### config.mk
export PLATFORM = sky130hd
export DESIGN_NAME = pipelined_barrel_shifter
export DESIGN_NICKNAME = d
export VERILOG_FILES = /design/src/rtl/pipelined_barrel_shifter.sv
export SDC_FILE = /design/constraint.sdc
export NUM_CORES = 1
export LEC_CHECK = 0
export ABC_CLOCK_PERIOD_IN_PS = 3300
export CAP_MARGIN = 20
export CORE_ASPECT_RATIO = 0.8
export CORE_MARGIN = 2
export CORE_UTILIZATION = 28
export DETAILED_ROUTE_END_ITERATION = 12
export GPL_TIMING_DRIVEN = 0
export SLEW_MARGIN = 10
export SYNTH_ARGS = -nofsm -noshare
export SYNTH_HDL_FRONTEND = slang
export SYNTH_SLANG_ARGS = --single-unit
### constraint.sdc
create_clock -name clk -period 3.3 [get_ports clk]
set_input_delay 0.33 -clock clk [delete_from_list [all_inputs] [get_ports clk]]
set_output_delay 0.33 -clock clk [all_outputs]
set_load 0.01 [all_outputs]
### src/rtl/pipelined_barrel_shifter.sv
// pipelined_barrel_shifter: S-stage shift/rotate pipeline, stage k moves by 2^k, with a global valid/ready stall
module pipelined_barrel_shifter #(
  parameter int N = 8
) (
  input  logic                 clk,
  input  logic                 reset,
  input  logic                 in_valid,
  output logic                 in_ready,
  input  logic [N-1:0]         a,
  input  logic [$clog2(N)-1:0] amt,
  input  logic [2:0]           mode,
  output logic                 out_valid,
  input  logic                 out_ready,
  output logic [N-1:0]         y,
  output logic                 cout
);
  localparam int S = $clog2(N);
  logic advance;
  assign advance = !out_valid || out_ready;
  assign in_ready = advance;
  for (genvar k = 0; k < S; k++) begin : g_st
    localparam int SH = 1 << k;
    logic           vi, ci, c_d, v_q, c_q;
    logic [N-1:0]   di, sra, r_d, r_q;
    logic [S-k-1:0] ai;
    logic [2:0]     mi;
    if (k == 0) begin : g_first
      assign vi = in_valid;
      assign di = a;
      assign ai = amt;
      assign mi = mode;
      assign ci = 1'b0;
    end else begin : g_next
      assign vi = g_st[k-1].v_q;
      assign di = g_st[k-1].r_q;
      assign ai = g_st[k-1].g_fw.a_q;
      assign mi = g_st[k-1].g_fw.m_q;
      assign ci = g_st[k-1].c_q;
    end
    // SRA keeps the MSB at every stage, so the partial result's top bit is always the original sign
    assign sra = $signed(di) >>> SH;
    always_comb begin
      r_d = !ai[0]       ? di :
            mi == 3'd0   ? di >> SH :
            mi == 3'd1   ? di << SH :
            mi == 3'd2   ? sra :
            mi == 3'd3   ? (di >> SH) | (di << (N - SH)) :
            mi == 3'd4   ? (di << SH) | (di >> (N - SH)) : di;
      c_d = !ai[0]                    ? ci :
            mi == 3'd0 || mi == 3'd2  ? di[SH-1] :
            mi == 3'd1                ? di[N-SH] : 1'b0;
    end
    always_ff @(posedge clk) begin
      if (reset) begin
        v_q <= 1'b0;
        r_q <= '0;
        c_q <= 1'b0;
      end else if (advance) begin
        v_q <= vi;
        r_q <= r_d;
        c_q <= c_d;
      end
    end
    // Only the not-yet-consumed amt bits and the mode travel forward
    if (k < S - 1) begin : g_fw
      logic [S-k-2:0] a_q;
      logic [2:0]     m_q;
      always_ff @(posedge clk) begin
        if (advance) begin
          a_q <= ai[S-k-1:1];
          m_q <= mi;
        end
      end
    end
  end
  assign out_valid = g_st[S-1].v_q;
  assign y         = g_st[S-1].r_q;
  assign cout      = g_st[S-1].c_q;
endmodule

# After elaboration in Yosys (flattened, before gate mapping)
# Index checks and enable logic that the tools add are counted.
op_classes:
  eq_ne: 12
  muxes: 27
  bitwise: 5
  reduce_logical: 8
op_table:
  columns: ["operator", "count"]
  rows:
  - ["$mux 8", 18]
  - ["$eq 3x2->1 const B", 6]
  - ["$eq 3x1->1 const B", 3]
  - ["$eq 3x3->1 const B", 3]
  - ["$logic_not 3->1", 3]
  - ["$mux 1", 9]
  - ["$or 6x8->8", 1]
  - ["$or 7x8->8", 1]
  - ["$or 8x1->8", 1]
  - ["$or 8x2->8", 1]
  - ["$or 8x4->8", 1]
  - ["$logic_or 1x1->1", 4]
  - ["$logic_not 1->1", 1]
word_totals:
  reg_bits: 39
  input_bits: 18

# Logic depth before layout (Yosys ltp)
depth:
  depth_word: 7
  ltp_mapped: 7
  mapped_depth_nobuf: 5

# Worst setup path after synthesis
# Ideal clock, no wire load.
synth_timing:
  path_kind: "flip-flop to flip-flop"
  start: "register g_st[2].v_q (netlist: out_valid)"
  end: "register g_st[0].g_fw.a_q[0] (enable)"
  arrival_time_ps: 1237
  setup_slack_ps: 1682
  stages_incl_launch_ff: 5
  n_path_buf: 2
  synth_period_minus_slack_ps: 1618
  cell_sequence: "dfxtp_1 -> nor2b_1 -> clkbuf_1 -> inv_2 -> clkbuf_1"
synth_via:
  elab_chain_len: 2
synth_lines:
  columns: ["element", "line_no", "source"]
  rows:
  - ["start, declared", "23", "logic vi, ci, c_d, v_q, c_q;"]
  - ["start signal, assigned", "59", "v_q <= vi;"]
  - ["$logic_not 1->1", "19", "assign advance = !out_valid || out_ready;"]
  - ["$logic_or 1x1->1", "19", null]
  - ["via in_ready", "8", "output logic in_ready,"]
  - ["end signal, assigned", "70", "a_q <= ai[S-k-1:1];"]
  - ["end, declared", "66", "logic [S-k-2:0] a_q;"]
# The timed path passes the listed nets, and every way through them passes these cells.
# A chain may end at the register's enable or synchronous reset.

# Final worst setup path
layout_timing:
  start: "input port out_ready"
  end: "output port in_ready"
layout_via:
  elab_chain_len: 1
layout_lines:
  columns: ["element", "line_no", "source"]
  rows:
  - ["start, declared", "13", "input logic out_ready,"]
  - ["$logic_or 1x1->1", "19", null]
  - ["end, declared", "8", null]
# Every way passes these cells.

==> impl_metrics.prom <==
# TYPE chip_impl_metric gauge
chip_impl_metric{name="clk_transition_reported_paths",unit="ns"} 0.08
chip_impl_metric{name="synth.net_count",unit=""} 286
chip_impl_metric{name="period_minus_slack",unit="ns"} 2.899
chip_impl_metric{name="yosys_warnings",unit=""} 0
chip_impl_metric{name="asyncSetResetFlopFracSynth",unit="%"} 0
chip_impl_metric{name="setup-violations-final",unit=""} 0
chip_impl_metric{name="insertedDiodeCount",unit=""} 0
chip_impl_info{name="hp-start",value="g_st[0].g_fw.a_q[1]$_DFFE_PP_"} 1
chip_impl_metric{name="holdBufCountCts",unit=""} 0
chip_impl_metric{name="totalNegativeSetupSlack",unit="ns"} 0
chip_impl_metric{name="detail_route.drc_violations",unit=""} 0
chip_impl_metric{name="dieHeight",unit="um"} 84.11
chip_impl_metric{name="seq_power_share",unit="%"} 50.5
chip_impl_metric{name="power.clock.fraction",unit="%"} 29.5
chip_impl_metric{name="post_cts_buffers",unit=""} 0
chip_impl_metric{name="grt_pass1_vias",unit=""} 2027
chip_impl_metric{name="postPlaceCellArea",unit="um2"} 2651
chip_impl_metric{name="post_cts_resized",unit=""} 0
chip_impl_metric{name="fin_hold_viols",unit=""} 0
chip_impl_info{name="cts_tree",value="yes"} 1
chip_impl_info{name="r2r-start",value="out_valid$_SDFFE_PP0P_"} 1
chip_impl_metric{name="total_power",unit="mW"} 1.105
chip_impl_info{name="criticalPathCategory",value="in -> out"} 1
chip_impl_info{name="critical_path.startpoint_type",value="input port"} 1
chip_impl_metric{name="ys_ff_latch",unit=""} 39
chip_impl_metric{name="nNetsFinal",unit=""} 320
chip_impl_metric{name="coreArea",unit="um2"} 7874
chip_impl_info{name="run_status",value="completed"} 1
chip_impl_metric{name="maximum_net_fanout_on_the_critical_path",unit=""} 19
chip_impl_info{name="synthMostInstantiatedCell",value="sky130_fd_sc_hd__nor2_1"} 1
chip_impl_metric{name="initial_antenna_violation_count",unit=""} 0
chip_impl_metric{name="gr-total-overflow",unit=""} 0
chip_impl_metric{name="route.detailed.wl_per_inst",unit="um"} 15.16
chip_impl_info{name="synthTopCellsByArea",value="sky130_fd_sc_hd__dfxtp_1 (27%), sky130_fd_sc_hd__edfxtp_1 (12%), sky130_fd_sc_hd__nor2_1 (5.7%), sky130_fd_sc_hd__nor3_1 (4.0%), sky130_fd_sc_hd__nand2_1 (3.7%)"} 1
chip_impl_metric{name="clock-sinks",unit=""} 39
chip_impl_metric{name="synth_cell_types",unit=""} 53
chip_impl_metric{name="synth_area_per_cell",unit="um2"} 8.380
chip_impl_metric{name="share_of_the_clock_period_used_by_the_worst_path_after_layout",unit="%"} 87.83
chip_impl_metric{name="vdd_ir_drop_max",unit="uV"} 154.1
chip_impl_metric{name="power.share.switching",unit="%"} 29.80
chip_impl_metric{name="max-cap-violations",unit=""} 0
chip_impl_metric{name="fin_worst_skew",unit="ns"} 0.006720
chip_impl_metric{name="numCtsBuffers",unit=""} 5
chip_impl_metric{name="vias",unit=""} 2158
chip_impl_metric{name="die_width",unit="um"} 104.1
chip_impl_metric{name="drt_first_pass_iters",unit=""} 4
chip_impl_metric{name="p_comb_share",unit="%"} 20.0
chip_impl_metric{name="starting_density",unit="%"} 28.52
chip_impl_info{name="synth_common_cells",value="sky130_fd_sc_hd__nor2_1 (34), sky130_fd_sc_hd__dfxtp_1 (30), sky130_fd_sc_hd__nand2_1 (22), sky130_fd_sc_hd__nor3_1 (18), sky130_fd_sc_hd__a21oi_1 (12)"} 1
chip_impl_metric{name="yosys.area.top_type_share",unit="%"} 26.74
chip_impl_metric{name="cellPowerDensity",unit="nW/um2"} 403.8
chip_impl_metric{name="std_cell_rows",unit=""} 29
chip_impl_metric{name="req_time_crit_path",unit="ns"} 2.97
chip_impl_metric{name="io_pins",unit=""} 29
chip_impl_metric{name="htree_num_levels",unit=""} 2
chip_impl_metric{name="synth_enable_flop_cells",unit=""} 9
chip_impl_metric{name="hpwl",unit="mm"} 4.618
chip_impl_metric{name="route.antenna.remaining_nets",unit=""} 0
chip_impl_metric{name="grt_max_degree",unit=""} 20
chip_impl_metric{name="post_route_cells_drive_above_1_share",unit="%"} 9.241
chip_impl_metric{name="tightest_slew",unit="ns"} 0.9156
chip_impl_info{name="ys.flop_type",value="sky130_fd_sc_hd__dfxtp_1"} 1
chip_impl_metric{name="synth_cells",unit=""} 268
chip_impl_info{name="clockRootBuffer",value="sky130_fd_sc_hd__clkbuf_8"} 1
chip_impl_info{name="rsz_0062_raised_after_global_routing",value="false"} 1
chip_impl_metric{name="place.gp.congestion",unit=""} 0.8965
chip_impl_metric{name="total_routing_resource_utilization_after_global_routing",unit="%"} 14.90
chip_impl_info{name="hold_class",value="reg -> reg"} 1
chip_impl_metric{name="total_routed_length",unit="mm"} 6.229
chip_impl_metric{name="avgViaCountPerCell",unit=""} 5.251
chip_impl_metric{name="syn_area",unit="um2"} 2246
chip_impl_metric{name="clock_latency",unit="ns"} 0.30
chip_impl_metric{name="floorplan.die_area",unit="um2"} 8758
chip_impl_metric{name="worstPathArrival",unit="ns"} 2.57
chip_impl_metric{name="final_area",unit="um2"} 2736
chip_impl_metric{name="power.internal",unit="mW"} 0.7757
chip_impl_info{name="synth_top_area_cell",value="sky130_fd_sc_hd__dfxtp_1"} 1
chip_impl_metric{name="power.leakage",unit="nW"} 0.9909
chip_impl_metric{name="final_core_utilization",unit="%"} 34.75
chip_impl_metric{name="buffer_ports.inserted",unit=""} 27
chip_impl_metric{name="power.net_switching",unit="mW"} 0.3292
chip_impl_metric{name="max_freq",unit="MHz"} 345.0
chip_impl_info{name="setup_crit_start",value="out_ready"} 1
chip_impl_metric{name="cts_max_path_buffers",unit=""} 2
chip_impl_metric{name="layout-area-overhead-vs-synth",unit="%"} 21.84
chip_impl_metric{name="grt_first_pass_wirelength",unit="mm"} 10.45
chip_impl_info{name="cp-end-kind",value="output port"} 1
chip_impl_metric{name="first_iter_violations",unit=""} 179
chip_impl_metric{name="synth-seq-area-share",unit="%"} 38.77
chip_impl_metric{name="final_max_slew_viol_count",unit=""} 0
chip_impl_metric{name="timing.max_slew.rel_slack",unit="%"} 38.96
==> layer usage <==
metal  up-vias  share of wire, %  global-route usage, %
li1       1080                 -                      -
met1       999                48                  20.90
met2        67                43                  22.79
met3        12               7.4                  3.981
met4         0               1.5                  3.808
met5         -                 0                      0
==> state kept, by name (all words and copies together), names as in the netlist <==
register       flops
g_st.g_fw.m_q      6
out_valid          1
g_st.g_fw.a_q      3
y                  8
cout               1
g_st.v_q           2
g_st.c_q           2
g_st.r_q          16
==> per-stage QoR <==
| step | hold slack, ns | cells | setup slack [ns] |
|---|---|---|---|
| after floorplan | 0.4003 | 268 | 1.682 |
| after global placement | 0.4032 | 403 | 0.3407 |
| after detailed placement | 0.4045 | 403 | 0.3557 |
| after CTS | 0.4244 | 411 | 0.3533 |
| after global routing | 0.4285 | 411 | 0.1979 |
| final | 0.4222 | 411 | 0.4015 |
==> area by class of cell <==
cell class,count,area [um2]
buffer,22,110.1
clock buffer,6,72.57
clock inverter,2,12.51
fill,858,5137
inverter,9,33.78
multi-input combinational,198,1231
sequential,39,870.8
tap,108,135.1
timing repair buffer,27,270.3
==> worst max-delay path, cell delays in order <==
cell                              delay, ns
sky130_fd_sc_hd__clkdlybuf4s50_1       0.45
sky130_fd_sc_hd__nor2b_1               0.04
sky130_fd_sc_hd__clkbuf_1              0.15
sky130_fd_sc_hd__inv_2                 0.19
sky130_fd_sc_hd__clkbuf_1              0.71
sky130_fd_sc_hd__clkdlybuf4s50_1       0.69
==> path summary, 6_finish.rpt <==
check        slack, ns                             to  depth (start not counted)
max               0.40                       in_ready                          6
min               0.42     g_st[1].g_fw.a_q$_DFFE_PP_                          0
max reg2reg       1.43  g_st[0].g_fw.a_q[0]$_DFFE_PP_                          4
min reg2reg       0.42     g_st[1].g_fw.a_q$_DFFE_PP_                          0
==> placed cells by master (no fill, tap or decap), types with 5 or more instances in the layout <==
cell type / n
sky130_fd_sc_hd__clkbuf_8: 5
sky130_fd_sc_hd__buf_2: 10
sky130_fd_sc_hd__clkdlybuf4s50_1: 27
sky130_fd_sc_hd__a311oi_1: 8
sky130_fd_sc_hd__nor4_1: 5
sky130_fd_sc_hd__inv_1: 8
sky130_fd_sc_hd__edfxtp_1: 9
sky130_fd_sc_hd__nor2b_1: 9
sky130_fd_sc_hd__nor3_1: 18
sky130_fd_sc_hd__o211ai_1: 5
sky130_fd_sc_hd__a221oi_1: 9
sky130_fd_sc_hd__clkbuf_1: 9
sky130_fd_sc_hd__nor2_1: 34
sky130_fd_sc_hd__nand2_1: 22
sky130_fd_sc_hd__a21oi_1: 12
sky130_fd_sc_hd__o21ai_0: 8
sky130_fd_sc_hd__a211oi_1: 8
sky130_fd_sc_hd__dfxtp_1: 30
==> logic make-up (layout without fill, tap and decap cells) <==
family,after synthesis,after routing,synth area share (%)
xor gates and xnor gates,3,3,1.170
AOI/OAI and AO/OA,77,77,25.40
and+or+nand+nor,109,109,23.73
muxes,8,8,4.067
adders and majority gates,1,1,0.4457
buffers and inverters,31,66,6.406
DFF,39,39,38.77
==> power groups by stage <==
stage                     combinational, mW  clock [mW]  sequential, mW
after CTS                             0.221       0.331           0.557
after global routing                  0.246       0.352           0.563
after detailed placement              0.220           0           0.568
after global placement                0.219           0           0.568
final                                 0.221       0.326           0.558
after floorplan                       0.141           0           0.559
Power figures use the tool's default switching activity.
